$ cat config.mk
export PLATFORM = sky130hd
export DESIGN_NAME = load_unit
export DESIGN_NICKNAME = d
export VERILOG_FILES = /design/src/rtl/load_unit.sv
export SDC_FILE = /design/constraint.sdc
export NUM_CORES = 1
export LEC_CHECK = 0
export BUFFER_PORTS_ARGS = -buffer_cell sky130_fd_sc_hd__buf_2
export CAP_MARGIN = 30
export CORE_MARGIN = 5
export CORE_UTILIZATION = 45
export DETAILED_ROUTE_END_ITERATION = 6
export PLACE_DENSITY = 0.74
export SYNTH_ARGS = -nofsm -noshare
export SYNTH_HDL_FRONTEND = slang
export SYNTH_SLANG_ARGS = --single-unit
$ cat constraint.sdc
create_clock -name clk -period 2 [get_ports clk]
set_input_delay 0.4 -clock clk [delete_from_list [all_inputs] [get_ports clk]]
set_output_delay 0.4 -clock clk [all_outputs]
set_load 0.05 [all_outputs]
$ cat src/rtl/load_unit.sv
// Multicycle load stage: one aligned 32-bit bus read per request, then byte/half/word
// extraction with sign or zero extension and a one-cycle done pulse to writeback.
`ifndef LOAD_OP_WIDTH
`define LOAD_OP_WIDTH 3
`define LOAD_OP_LB    3'b000
`define LOAD_OP_LH    3'b001
`define LOAD_OP_LW    3'b010
`define LOAD_OP_LBU   3'b100
`define LOAD_OP_LHU   3'b101
`endif

module load_unit #(
    parameter int unsigned TIMEOUT_CYCLES = 0
) (
    input  logic                      clk,
    input  logic                      resetn,
    input  logic                      start,
    input  logic [`LOAD_OP_WIDTH-1:0] LOADop,
    input  logic [31:0]               addr,
    output logic                      busy,
    output logic                      done,
    output logic [31:0]               rdata_out,
    output logic                      misaligned,
    output logic                      fault,
    output logic                      mem_valid,
    input  logic                      mem_ready,
    output logic [31:0]               mem_addr,
    input  logic [31:0]               mem_rdata,
    output logic [3:0]                mem_wstrb
);

    typedef enum logic [1:0] {S_IDLE, S_REQ, S_DONE} state_t;

    localparam logic [15:0] TIMEOUT_LAST =
        (TIMEOUT_CYCLES == 0) ? 16'd0 : 16'(TIMEOUT_CYCLES - 1);

    state_t                    state_q;
    logic [`LOAD_OP_WIDTH-1:0] op_q;
    logic [1:0]                off_q;
    logic [15:0]               cnt_q;
    logic                      mem_valid_q;
    logic [31:0]               mem_addr_q;
    logic [31:0]               rdata_q;
    logic                      mis_q;
    logic                      fault_q;
    logic                      done_q;

    logic [31:0]               ext_d;
    logic                      legal_d;
    logic                      mis_d;

    function automatic logic is_legal(input logic [`LOAD_OP_WIDTH-1:0] op);
        case (op)
            `LOAD_OP_LB, `LOAD_OP_LH, `LOAD_OP_LW,
            `LOAD_OP_LBU, `LOAD_OP_LHU: is_legal = 1'b1;
            default:                    is_legal = 1'b0;
        endcase
    endfunction

    function automatic logic [31:0] extract(input logic [`LOAD_OP_WIDTH-1:0] op,
                                            input logic [1:0]                off,
                                            input logic [31:0]               d);
        logic [7:0]  b;
        logic [15:0] h;
        b = d[{off, 3'b000} +: 8];
        h = off[1] ? d[31:16] : d[15:0];
        case (op)
            `LOAD_OP_LB:  extract = {{24{b[7]}}, b};
            `LOAD_OP_LBU: extract = {24'b0, b};
            `LOAD_OP_LH:  extract = {{16{h[15]}}, h};
            `LOAD_OP_LHU: extract = {16'b0, h};
            `LOAD_OP_LW:  extract = d;
            default:      extract = 32'b0;
        endcase
    endfunction

    // Classification of the incoming request; only consulted while IDLE.
    always_comb begin
        legal_d = is_legal(LOADop);
        mis_d   = ((LOADop == `LOAD_OP_LH || LOADop == `LOAD_OP_LHU) && addr[0]) ||
                  ((LOADop == `LOAD_OP_LW) && (addr[1:0] != 2'b00));
        ext_d   = extract(op_q, off_q, mem_rdata);
    end

    // NOTE: every register, including mem_valid_q, is cleared by the async reset so the bus
    // request drops the moment resetn falls; all state updates use non-blocking assignments.
    always_ff @(posedge clk or negedge resetn) begin
        if (!resetn) begin
            state_q     <= S_IDLE;
            op_q        <= '0;
            off_q       <= 2'b00;
            cnt_q       <= 16'd0;
            mem_valid_q <= 1'b0;
            mem_addr_q  <= 32'b0;
            rdata_q     <= 32'b0;
            mis_q       <= 1'b0;
            fault_q     <= 1'b0;
            done_q      <= 1'b0;
        end else begin
            done_q <= 1'b0;
            case (state_q)
                S_IDLE: begin
                    if (start) begin
                        op_q    <= LOADop;
                        off_q   <= addr[1:0];
                        cnt_q   <= 16'd0;
                        rdata_q <= 32'b0;
                        mis_q   <= 1'b0;
                        fault_q <= 1'b0;
                        if (!legal_d) begin
                            fault_q <= 1'b1;
                            done_q  <= 1'b1;
                            state_q <= S_DONE;
                        end else if (mis_d) begin
                            mis_q   <= 1'b1;
                            done_q  <= 1'b1;
                            state_q <= S_DONE;
                        end else begin
                            mem_addr_q  <= {addr[31:2], 2'b00};
                            mem_valid_q <= 1'b1;
                            state_q     <= S_REQ;
                        end
                    end
                end
                S_REQ: begin
                    if (mem_ready) begin
                        mem_valid_q <= 1'b0;
                        rdata_q     <= ext_d;
                        done_q      <= 1'b1;
                        state_q     <= S_DONE;
                    end else if (TIMEOUT_CYCLES != 0 && cnt_q == TIMEOUT_LAST) begin
                        mem_valid_q <= 1'b0;
                        fault_q     <= 1'b1;
                        done_q      <= 1'b1;
                        state_q     <= S_DONE;
                    end else begin
                        cnt_q <= cnt_q + 16'd1;
                    end
                end
                S_DONE:  state_q <= S_IDLE;
                default: state_q <= S_IDLE;
            endcase
        end
    end

    assign busy       = (state_q != S_IDLE);
    assign done       = done_q;
    assign rdata_out  = rdata_q;
    assign misaligned = mis_q;
    assign fault      = fault_q;
    assign mem_valid  = mem_valid_q;
    assign mem_addr   = mem_addr_q;
    assign mem_wstrb  = 4'b0000;

endmodule

Word level (Yosys, flattened, before mapping)
Index checks and enable logic that the tools add are counted.
{"block": "totals", "inputBits": 71, "output_inout_bits": 73, "ff_bits": 73}
{"block": "classes", "n_reduce_logical": 16, "bitwise_logic": 1, "n_mux": 23, "eq_ne": 13, "n_shift": 1}
{"cell": "case mux 32 bit (5 select lines)", "n": 1}
{"cell": "2-to-1 mux 32 bit", "n": 2}
{"cell": "case mux 32 bit (2 select lines)", "n": 1}
{"cell": "variable part select 32 x 6 -> 8 bit", "n": 1}
{"cell": "2-to-1 mux 16 bit", "n": 1}
{"cell": "equality test 3 bit (second input constant)", "n": 4}
{"cell": "2-to-1 mux 1 bit", "n": 11}
{"cell": "2-to-1 mux 2 bit", "n": 4}
{"cell": "inequality test 2 bit (second input constant)", "n": 4}
{"cell": "equality test 3 x 1 -> 1 bit (second input constant)", "n": 2}
{"cell": "equality test 3 x 2 -> 1 bit (second input constant)", "n": 2}
{"cell": "zero test 3 bit", "n": 2}
{"cell": "nonzero test 2 bit", "n": 3}
{"cell": "AND reduction 5 bit", "n": 1}
{"cell": "OR reduction 5 bit", "n": 1}
{"cell": "case mux 1 bit (2 select lines)", "n": 2}
{"cell": "case mux 2 bit (2 select lines)", "n": 1}
{"cell": "AND reduction 2 bit", "n": 2}
{"cell": "AND reduction 4 bit", "n": 1}
{"cell": "AND reduction 3 bit", "n": 1}
{"cell": "equality test 2 x 1 -> 1 bit (second input constant)", "n": 1}
{"cell": "logical AND 1 bit", "n": 2}
{"cell": "zero test 2 bit", "n": 1}
{"cell": "logical OR 1 bit", "n": 2}
{"cell": "inverter 1 bit", "n": 1}

Depth between registers and ports, before layout
Gate-level depths: netlist of run 1.
{"block": "depth", "depth_word": 8, "ltp_mapped": 6}

Worst setup path after synthesis of run 1
OpenSTA, ideal clock, no wires.
{"block": "synth_path", "path_type": "flip-flop to flip-flop", "from": "register state_q[0]", "to": "register mem_addr_q[15] (netlist: mem_addr[15])", "setup_slack_ps": 267, "required_time_ps": 1872, "synth_period_minus_slack_ps": 1733, "path_stages_with_launch": 7, "arrival_ps": 1606, "path_cell_list": "dfrtp_1 -> or2_1 -> buf_2 -> nor2_8 -> nand2_2 -> buf_2 -> mux2_1"}
{"block": "synth_between", "elab_chain_len": 2}
{"element": "from (decl)", "line_no": "37", "rtl": "state_t state_q;"}
{"element": "from (signal assigned)", "line_no": "89", "rtl": "state_q <= S_IDLE;"}
{"element": "from (signal assigned)", "line_no": "113", "rtl": "state_q <= S_DONE;"}
{"element": "from (signal assigned)", "line_no": "117", "rtl": "state_q <= S_DONE;"}
{"element": "zero test 2 bit", "line_no": "101", "rtl": "case (state_q)"}
{"element": "AND reduction 4 bit (no source line)"}
{"element": "to (signal assigned)", "line_no": "119", "rtl": "mem_addr_q <= {addr[31:2], 2'b00};"}
{"element": "to (decl)", "line_no": "42", "rtl": "logic [31:0] mem_addr_q;"}
Every way passes these cells.
A chain may end at the register's enable or synchronous reset.

Final worst setup path of run 1
{"block": "layout_path", "from": "register state_q[0]", "to": "output busy"}
{"block": "layout_between", "elab_chain_len": 1}
{"element": "nonzero test 2 bit", "line_no": "146", "rtl": "assign busy = (state_q != S_IDLE);"}
{"element": "to (decl)", "line_no": "20", "rtl": "output logic busy,"}
Every way passes these cells.

==> summary.md, run 1 <==
| Metric | Value |
|---|---|
| Clock sinks | `73` |
| Final setup violation count | `0` |
| Netlist cell types | `44` |
| # port buffers | `137` |
| WS Path Type | `reg2out` |
| Largest net degree at the start of global routing | `33` |
| Leakage power | `2.19 nW` |
| Layout Cells excl Fill | `518` |
| Initial Util | `0.466` |
| Layout Nets | `486` |
| Placed cell count | `502` |
| Post-DRT Antenna Nets | `0` |
| Startpoint Class | `flop` |
| Clock buffer count from CTS | `9` |
| Row cnt | `31` |
| Hold WS | `0.268 ns` |
| Crit share post-route | `0.877` |
| Share of layout cells above drive strength 1 | `0.427` |
| Grt total ovfl | `0` |
| Sequential area share after synthesis | `0.538` |
| Synth top area cells | `dfrtp_1 (54%), mux2_1 (9.9%), a221o_1 (7.1%), nand2_1 (2.5%), o2bb2ai_1 (2.1%)` |
| Mapped Cells | `273` |
| Die Area | `0.00939 mm2` |
| Main synth FF type | `dfrtp_1` |
| Max_cap viols | `0` |
| Final slew viol count | `0` |
| Global-route wire length before repair | `14,100 um` |
| Setup TNS | `0 ns` |
| Mean routed wirelength per cell | `16.3 um` |
| Final Wtd Congestion | `0.846` |
| Core box area | `0.00729 mm2` |
| Routed via count | `2,692` |
| Deepest clock path buffer count | `2` |
| Final worst slack | `0.246 ns` |
| FMAX | `570 MHz` |
| P per Cell Area | `1390 mW/mm2` |
| Antenna violations before repair | `0` |
| Area Growth Syn to Fin | `29.2%` |
| Top-count cell post-synth | `dfrtp_1` |
| Worst-path clk slew | `0.07 ns` |
| CTS tree | `done` |
| Synth top area share | `0.538` |
| CP endpoint kind | `output pin` |
| H-tree Lvls | `3` |
| Initial drt markers | `140` |
| Hold Path Class | `in2reg` |
| Num ports | `144` |
| Commonest cells post-synth | `dfrtp_1 (73), mux2_1 (30), a221o_1 (24)` |
| Skew-Pair Late Insertion Delay | `0.34 ns` |
| Largest area contributor in the synthesized netlist | `dfrtp_1` |
| Worst path arrival time | `1.35 ns` |
| Vias/cell | `5.20` |
| Post-DP HPWL | `6700 um` |
| Gr usage total | `0.182` |
| RSZ-0062 raised after global routing | `no` |
| Register bit total from synthesis | `73` |
| Final hold violations | `0` |
| Post-synthesis async set-or-reset flop share | `1.00` |
| CP required | `1.60 ns` |
| Pre-antenna DRT Iters | `4` |
| Vias in the first global route | `2,750` |
| Minimum clock period after layout | `1.75 ns` |
| Outcome | `finished, final reports clean` |
| Final Total Pwr | `0.00612 W` |
| Maximum VDD drop | `0.573 mV` |
| Clock Skew | `0.00849 ns` |
| Drt drc | `0` |
| Die Y | `96.9 um` |
| Cell area after synthesis | `0.00340 mm2` |
| CP max FO | `4` |
| Mapped Avg Cell Area | `12.4 um2` |
| Root buffer cell | `clkbuf_8` |
| Post-Route WL | `8450 um` |
| Pre-CTS WS | `0.222 ns` |
| Die Wd | `96.9 um` |
| Number of synthesized flops with an enable pin | `0` |
| Synth Warn # | `0` |
| Ant. Diodes | `0` |
-- flip-flops by register name, summed over array words and instances (netlist names) --
signal	count
rdata_out	32
mem_addr	30
off_q	2
misaligned	1
fault	1
done	1
op_q	3
state_q	2
mem_valid	1
-- cells in the final DEF, fill, tap and decap left out, drive strengths merged, types with 2 or more instances in the layout --
cell type	instances
buf	150
dfrtp	73
o21ai	11
nand2	24
inv	4
o2bb2ai	8
o31ai	3
nand3	7
o22ai	2
mux2	35
clkbuf	12
or2	3
nand2b	11
a22oi	7
a221o	24
conb	6
nor2	5
nand3b	4
mux2i	4
a21oi	8
o31a	2
-- critical path, cell delays in order (launching register included) --
cell	delay (ns)
dfrtp_1	0.41
or2_1	0.28
buf_2	0.33
-- layer usage --
layer  vias up  global-route usage  share of wire
met5         -                   0              0
met4         0              0.0659          0.016
met3        11              0.0417          0.071
met2       126               0.287           0.49
met1      1270               0.245           0.42
li1       1285                   -              -
-- through the flow --
stage,utilization,cell area (um2)
after floorplan,-,3420
after global placement,0.576,4200
after detailed placement,0.576,4200
after CTS,0.602,4390
after global routing,0.602,4390
final,0.602,4390
-- final timing paths --
path                                    from             to  slack (ns)  cells past startpoint
worst max-delay path              state_q[0]           busy        0.25                      2
worst min-delay path                addr[29]   mem_addr[29]        0.27                      2
worst max register to register       op_q[0]  rdata_out[27]        0.28                      4
worst min register to register  rdata_out[1]   rdata_out[1]        0.48                      2
max in group asynchronous             resetn  rdata_out[12]        0.99                      3
min in group asynchronous             resetn   rdata_out[7]        0.50                      2
-- cell families (layout without fill, tap and decap cells) --
| kind of cell | count (synthesis) | count (layout) | share of synthesized area |
|---|---|---|---|
| flip-flops | 73 | 73 | 0.538 |
| AO/OA/AOI/OAI | 71 | 71 | 0.180 |
| AND/OR/NAND/NOR | 59 | 59 | 0.0961 |
| multiplexers | 40 | 40 | 0.134 |
| buffers and inverters | 29 | 170 | 0.0512 |
| other | 1 | 6 | 0.00110 |
-- final cells by class --
cell class,count,area (um2)
Clock buffer,12,135
Clock inverter,3,42.5
Fill cell,648,2900
Inverter,4,15.0
Multi-Input combinational cell,176,1420
Sequential cell,73,1830
Tap cell,99,124
Timing Repair Buffer,151,831
-- report_power, final --
part           internal (W)  switching [W]
Sequential          0.00187       0.000227
Clock              0.000569       0.000502
Combinational      0.000826        0.00213
Total               0.00327        0.00285
-- what timing repair did --
| item | in CTS | in global routing |
|---|---|---|
| hold buffers | 1 | 0 |
| endpoints found under the hold margin | 10 | 0 |
| gates resized for setup | 0 | 0 |
| buffers inserted | 0 | 0 |
Note: power is estimated with default switching activity, not from simulation.
==> inputs of run 2 (changes only) <==
CORE_UTILIZATION = 48   (was 45)
PLACE_DENSITY = 0.78   (was 0.74)
==> run 2 against run 1 <==
Against the previous run: core utilization increased by 2.8 points; power decreased by 2.6%; worst setup slack got worse by 0.052 ns; maximum frequency decreased by 2.9%.
==> summary.md, run 2 (same netlist as run 1, synthesis figures left out) <==
| Metric | Value |
|---|---|
| Worst-path clk slew | `0.07 ns (about the same)` |
| Share of layout cells above drive strength 1 | `0.422 (was 0.427)` |
| FMAX | `554 MHz (was 570 MHz)` |
| CP required | `2.26 ns (was 1.60 ns)` |
| Final slew viol count | `0 (unchanged)` |
| Hold Path Class | `in2async (was in2reg)` |
| Post_cts resized | `0 (unchanged)` |
| Int Pwr | `0.00315 W (was 0.00327 W)` |
| Grt total ovfl | `0 (unchanged)` |
| Maximum VDD drop | `0.695 mV (was 0.573 mV)` |
| Mean routed wirelength per cell | `16.7 um (was 16.3 um)` |
| Ant. Diodes | `0 (unchanged)` |
| Final Total Pwr | `0.00596 W (was 0.00612 W)` |
| Deepest clock path buffer count | `2 (unchanged)` |
| Minimum clock period after layout | `1.81 ns (was 1.75 ns)` |
| RSZ-0062 raised after global routing | `no (unchanged)` |
| Global-route wire length before repair | `13,500 um (was 14,100 um)` |
| # port buffers | `137 (unchanged)` |
| Sw power | `0.00281 W (was 0.00285 W)` |
| Initial Util | `0.497 (was 0.466)` |
| Number of post-CTS setup repair buffers | `0 (unchanged)` |
| Num ports | `144 (unchanged)` |
| Logic pwr share | `0.492 (was 0.482)` |
| Sw Share | `0.472 (was 0.466)` |
| Clock share of power | `0.157 (was 0.175)` |
| Reg power frac | `0.351 (was 0.343)` |
| Post-Route WL | `8500 um (was 8450 um)` |
| Largest net degree at the start of global routing | `74 (was 33)` |
| Max-slew headroom | `0.384` |
| Vias/cell | `5.36 (was 5.20)` |
| Placed cell count | `495 (was 502)` |
| Final Wtd Congestion | `0.855 (was 0.846)` |
| Pre-antenna DRT Iters | `4 (unchanged)` |
| CP endpoint kind | `flop (was output pin)` |
| Die Wd | `94.1 um (was 96.9 um)` |
| Post-DP HPWL | `6540 um (was 6700 um)` |
| WS Path Type | `reg2reg (was reg2out)` |
| Die Area | `0.00886 mm2 (was 0.00939 mm2)` |
| H-tree Lvls | `3 (unchanged)` |
| Leakage power | `2.16 nW (was 2.19 nW)` |
| Gr usage total | `0.196 (was 0.182)` |
| Worst path arrival time | `2.07 ns (was 1.35 ns)` |
| P per Cell Area | `1380 mW/mm2 (was 1390 mW/mm2)` |
| Reg2Reg Depth | `5 (was 4)` |
| Vias in the first global route | `2,731 (was 2,750)` |
| Die Y | `94.1 um (was 96.9 um)` |
| Layout Nets | `481 (was 486)` |
| CTS tree | `done (unchanged)` |
| Max_cap viols | `0 (unchanged)` |
| Most frequent cells in the layout | `buf_2 (137), dfrtp_1 (73), mux2_1 (30), a221o_1 (24), nand2_1 (23) (unchanged)` |
| Area Growth Syn to Fin | `26.7% (was 29.2%)` |
| Antenna violations before repair | `0 (unchanged)` |
| Core box area | `0.00683 mm2 (was 0.00729 mm2)` |
| Max reg flops | `32 (unchanged)` |
| Clock buffer count from CTS | `9 (unchanged)` |
| Layout Cells excl Fill | `508 (was 518)` |
| Routed via count | `2,725 (was 2,692)` |
| Final hold violations | `0 (unchanged)` |
| Root buffer cell | `clkbuf_8 (unchanged)` |
| Cts hold-fix bufs | `0 (was 1)` |
| Post-DRT Antenna Nets | `0 (unchanged)` |
| Row cnt | `30 (was 31)` |
| Clock sinks | `73 (unchanged)` |
| Setup TNS | `0 ns (unchanged)` |
| Crit share post-route | `0.903 (was 0.877)` |
| Initial drt markers | `135 (was 140)` |
| Commonest non-fill, non-tap cell in the layout | `buf_2 (unchanged)` |
| Clock Skew | `0.00669 ns (was 0.00849 ns)` |
| Worst slew pin tran | `0.925 ns` |
| Skew-Pair Late Insertion Delay | `0.33 ns (was 0.34 ns)` |
| Drt drc | `0 (unchanged)` |
| CP max FO | `27 (was 4)` |
| Hold WS | `0.0840 ns (was 0.268 ns)` |
| Startpoint Class | `flop (unchanged)` |
| Final setup violation count | `0 (unchanged)` |
| Outcome | `finished, final reports clean (unchanged)` |
## run 2: cell count changes in the layout (fill, tap and decap cells not counted)
cell           before  now
buf_4              10    7
buf_12              3    2
bufinv_16           1    0
clkbuf_1            3    2
clkbuf_8            9   10
clkinvlp_4          1    0
dlygate4sd3_1       1    0
## run 2: per-layer routing
metal	wire, um	vias to the layer above	GRT usage	share of wire
met5	0	-	0	0
met4	194	0	0.0975	0.023
met3	525	18	0.0425	0.062
met2	4180	113	0.309	0.49
met1	3610	1316	0.255	0.42
li1	-	1278	-	-
## run 2: stage by stage
| stage | setup slack [ns] | instance area (um2) | util |
|---|---|---|---|
| 3_3_place_gp | 0.192 | 4160 | 0.608 |
| 6_report | 0.194 | 4310 | 0.630 |
| 4_1_cts | 0.201 | 4310 | 0.630 |
| 2_1_floorplan | 0.267 | 3420 | - |
| 3_5_place_dp | 0.158 | 4160 | 0.608 |
| 5_1_grt | 0.0446 | 4310 | 0.630 |
## run 2: area by class of cell
| class | count | area, um2 |
|---|---|---|
| fill | 594 | 2520 |
| timing repair buffer | 146 | 778 |
| multi-input combinational | 176 | 1420 |
| clock inverter | 1 | 5.00 |
| tap | 96 | 120 |
| inverter | 4 | 15.0 |
| sequential | 73 | 1830 |
| clock buffer | 12 | 145 |
## run 2: worst paths after layout
path	start	slack (ns)	end
setup / recovery	state_q[0]	0.19	rdata_out[1]
hold / removal	resetn	0.08	mem_addr[22]
setup reg to reg	state_q[0]	0.19	rdata_out[1]
hold reg to reg	rdata_out[15]	0.47	rdata_out[15]
max in group asynchronous	resetn	1.63	rdata_out[11]
min in group clk	addr[13]	0.27	mem_addr[13]
## run 2: power by group through the flow
stage	combinational, W	clock [W]	sequential [W]
after global routing	0.00309	0.00104	0.00215
after floorplan	0.000960	0	0.00338
after CTS	0.00296	0.000965	0.00210
after global placement	0.00291	0	0.00210
after detailed placement	0.00295	0	0.00213
final	0.00294	0.000934	0.00209
## run 2: critical path: stages (launching register included)
cell and delay, ns:
dfrtp_1 0.40, mux2i_1 0.19, or2_1 0.73, buf_4 0.28, nand2_1 0.05, o21ai_1 0.07
==> inputs of run 3 (changes only) <==
SETUP_SLACK_MARGIN = 0.3   (was not set)
==> run 3 against run 2 <==
Against the previous run: power grew 7.0%; critical path type unchanged; flip-flop and latch count is the same; critical path depth shrank 1; core utilization grew 2.5 points; worst setup slack gained 0.16 ns; worst hold slack lost 0.027 ns; sequential power is essentially flat; first-iteration DRC count shrank 29%; clock power grew 38%; clock skew grew 0.0046 ns; wire length shrank 0.99%.
==> summary.md, run 3 (same netlist as run 1, synthesis figures left out) <==
| Metric | Value |
|---|---|
| Max_cap viols | `0 (unchanged)` |
| Routed via count | `2,761 (was 2,725)` |
| Final setup violation count | `0 (unchanged)` |
| Leakage power | `2.25 nW (was 2.16 nW)` |
| FMAX | `608 MHz (was 554 MHz)` |
| Final Wtd Congestion | `0.827 (was 0.855)` |
| H-tree Lvls | `3 (unchanged)` |
| Pre-antenna DRT Iters | `4 (unchanged)` |
| Commonest non-fill, non-tap cell in the layout | `buf_2 (unchanged)` |
| Layout Nets | `489 (was 481)` |
| Vias in the first global route | `2,867 (was 2,731)` |
| Skew-Pair Late Insertion Delay | `0.34 ns (was 0.33 ns)` |
| Core box area | `0.00683 mm2 (unchanged)` |
| CP endpoint kind | `flop (unchanged)` |
| GR Util met1 | `0.250 (was 0.255)` |
| Clock buffer count from CTS | `9 (unchanged)` |
| CP required | `2.21 ns (was 2.26 ns)` |
| Setup TNS | `0 ns (unchanged)` |
| Reg2Reg Depth | `4 (was 5)` |
| Worst path top cell family by delay | `multiplexers (was simple AND/OR/NAND/NOR gates)` |
| Max reg flops | `32 (unchanged)` |
| Mean routed wirelength per cell | `16.2 um (was 16.7 um)` |
| Startpoint Class | `flop (unchanged)` |
| Die Wd | `94.1 um (unchanged)` |
| Multi-input gate area | `0.00144 mm2 (was 0.00142 mm2)` |
| RSZ-0062 raised after global routing | `yes (was no)` |
| P per Cell Area | `1420 mW/mm2 (was 1380 mW/mm2)` |
| Die Area | `0.00886 mm2 (unchanged)` |
| Clock Skew | `0.0113 ns (was 0.00669 ns)` |
| CTS tree | `done (unchanged)` |
| GRT busiest layer | `met2 (unchanged)` |
| Drt drc | `0 (unchanged)` |
| Worst R2R Setup Slack | `0.35 ns (was 0.19 ns)` |
| Initial drt markers | `96 (was 135)` |
| Hold WS | `0.0571 ns (was 0.0840 ns)` |
| Final hold violations | `0 (unchanged)` |
| Outcome | `finished, final reports clean (unchanged)` |
| Post-DP HPWL | `6470 um (was 6540 um)` |
| Deepest clock path buffer count | `2 (unchanged)` |
| Clock sinks | `73 (unchanged)` |
| Die Y | `94.1 um (unchanged)` |
| # port buffers | `137 (unchanged)` |
| Sequential cell area | `0.00183 mm2 (unchanged)` |
| Grt met3 use | `0.0425 (unchanged)` |
| Worst path cell trace | `mux4_2 -> nor3b_4 -> and2_4 -> a221o_1 (was mux2i_1 -> or2_1 -> buf_4 -> nand2_1 -> o21ai_1)` |
| Crit share post-route | `0.823 (was 0.903)` |
| Worst path bufs/invs | `0 (was 1)` |
| Ant. Diodes | `0 (unchanged)` |
| Area Growth Syn to Fin | `31.8% (was 26.7%)` |
| CP max-delay cell | `mux4_2 (was or2_1)` |
| Largest net degree at the start of global routing | `53 (was 74)` |
| Antenna violations before repair | `0 (unchanged)` |
| Initial Util | `0.497 (unchanged)` |
| Share of layout cells above drive strength 1 | `0.452 (was 0.422)` |
| Maximum VDD drop | `0.730 mV (was 0.695 mV)` |
| Final slew viol count | `0 (unchanged)` |
| # fillers | `549 (was 594)` |
| FF-to-FF Start | `off_q[1] (was state_q[0])` |
| Gr usage total | `0.196 (about the same)` |
| WS Path Type | `reg2reg (unchanged)` |
| Worst path arrival time | `1.86 ns (was 2.07 ns)` |
| Num ports | `144 (unchanged)` |
| CP max FO | `7 (was 27)` |
| Grt total ovfl | `0 (unchanged)` |
| Post-DRT Antenna Nets | `0 (unchanged)` |
| Util after Layout | `0.656 (was 0.630)` |
| Row cnt | `30 (unchanged)` |
| Global-route wire length before repair | `13,700 um (was 13,500 um)` |
| Root buffer cell | `clkbuf_8 (unchanged)` |
| Minimum clock period after layout | `1.65 ns (was 1.81 ns)` |
| Worst-path clk slew | `0.08 ns (was 0.07 ns)` |
| Capture point of the worst reg-to-reg path | `rdata_out[11] (was rdata_out[1])` |
| Post-Route WL | `8420 um (was 8500 um)` |
| CP max stage delay | `0.54 ns (was 0.73 ns)` |
| Most frequent cells in the layout | `buf_2 (136), dfrtp_1 (73), mux2_1 (30), a221o_1 (24), nand2_1 (23) (was buf_2 (137), dfrtp_1 (73), mux2_1 (30), a221o_1 (24), nand2_1 (23))` |
| GR Layer Usage met2 | `0.319 (was 0.309)` |
| Hold Path Class | `in2async (unchanged)` |
| Vias/cell | `5.32 (was 5.36)` |
==> run 3: changes by cell type in the layout (fill, tap and decap cells not counted), sizes merged <==
cell | before | now
buf | 146 | 154
bufinv | 0 | 2
clkbuf | 12 | 11
clkinv | 1 | 2
clkinvlp | 0 | 1
==> run 3: layer usage <==
metal	up-vias	part of all wire
met3	14	0.067
li1	1295	-
met1	1345	0.43
met4	0	0.017
met2	107	0.48
met5	-	0
==> run 3: repair_timing <==
action	CTS	global route
resized for setup	1	5
setup endpoints to repair	8	54
pin swaps	0	2
gates cloned	0	0
setup buffers	1	4
hold buffers	0	0
==> run 3: layout make-up <==
cell class,instances,share of cell area
clock buffer,11,0.0338
clock inverter,5,0.0173
inverter,4,0.00335
multi-input combinational,176,0.320
sequential,73,0.408
tap,96,0.0268
timing repair buffer,154,0.191
==> run 3: per-stage QoR <==
| stage | worst slack [ns] | total power, W | area [um2] | instances |
|---|---|---|---|---|
| floorplan | 0.324 | 0.00434 | 3420 | 278 |
| global placement | 0.253 | 0.00502 | 4180 | 498 |
| detailed placement | 0.230 | 0.00506 | 4180 | 498 |
| CTS | 0.277 | 0.00638 | 4420 | 515 |
| global route | 0.300 | 0.00670 | 4480 | 519 |
| finish | 0.355 | 0.00638 | 4480 | 519 |
==> run 3: where the power goes <==
group          switching [W]  internal [W]
sequential          0.000221       0.00187
combinational        0.00213      0.000869
clock               0.000526      0.000766
==> run 3: worst max path at each step <==
| stage | start | to | slack [ns] | cells after the start |
|---|---|---|---|---|
| finish | off_q[1] | rdata_out[11] | 0.35 | 4 |
| global route | off_q[1] | rdata_out[9] | 0.30 | 4 |
| CTS | state_q[0] | busy | 0.28 | 2 |
| detailed placement | mem_rdata[31] | rdata_out[11] | 0.23 | 5 |
| global placement | mem_rdata[31] | rdata_out[13] | 0.25 | 5 |
| floorplan | state_q[0] | mem_addr[15] | 0.32 | 6 |
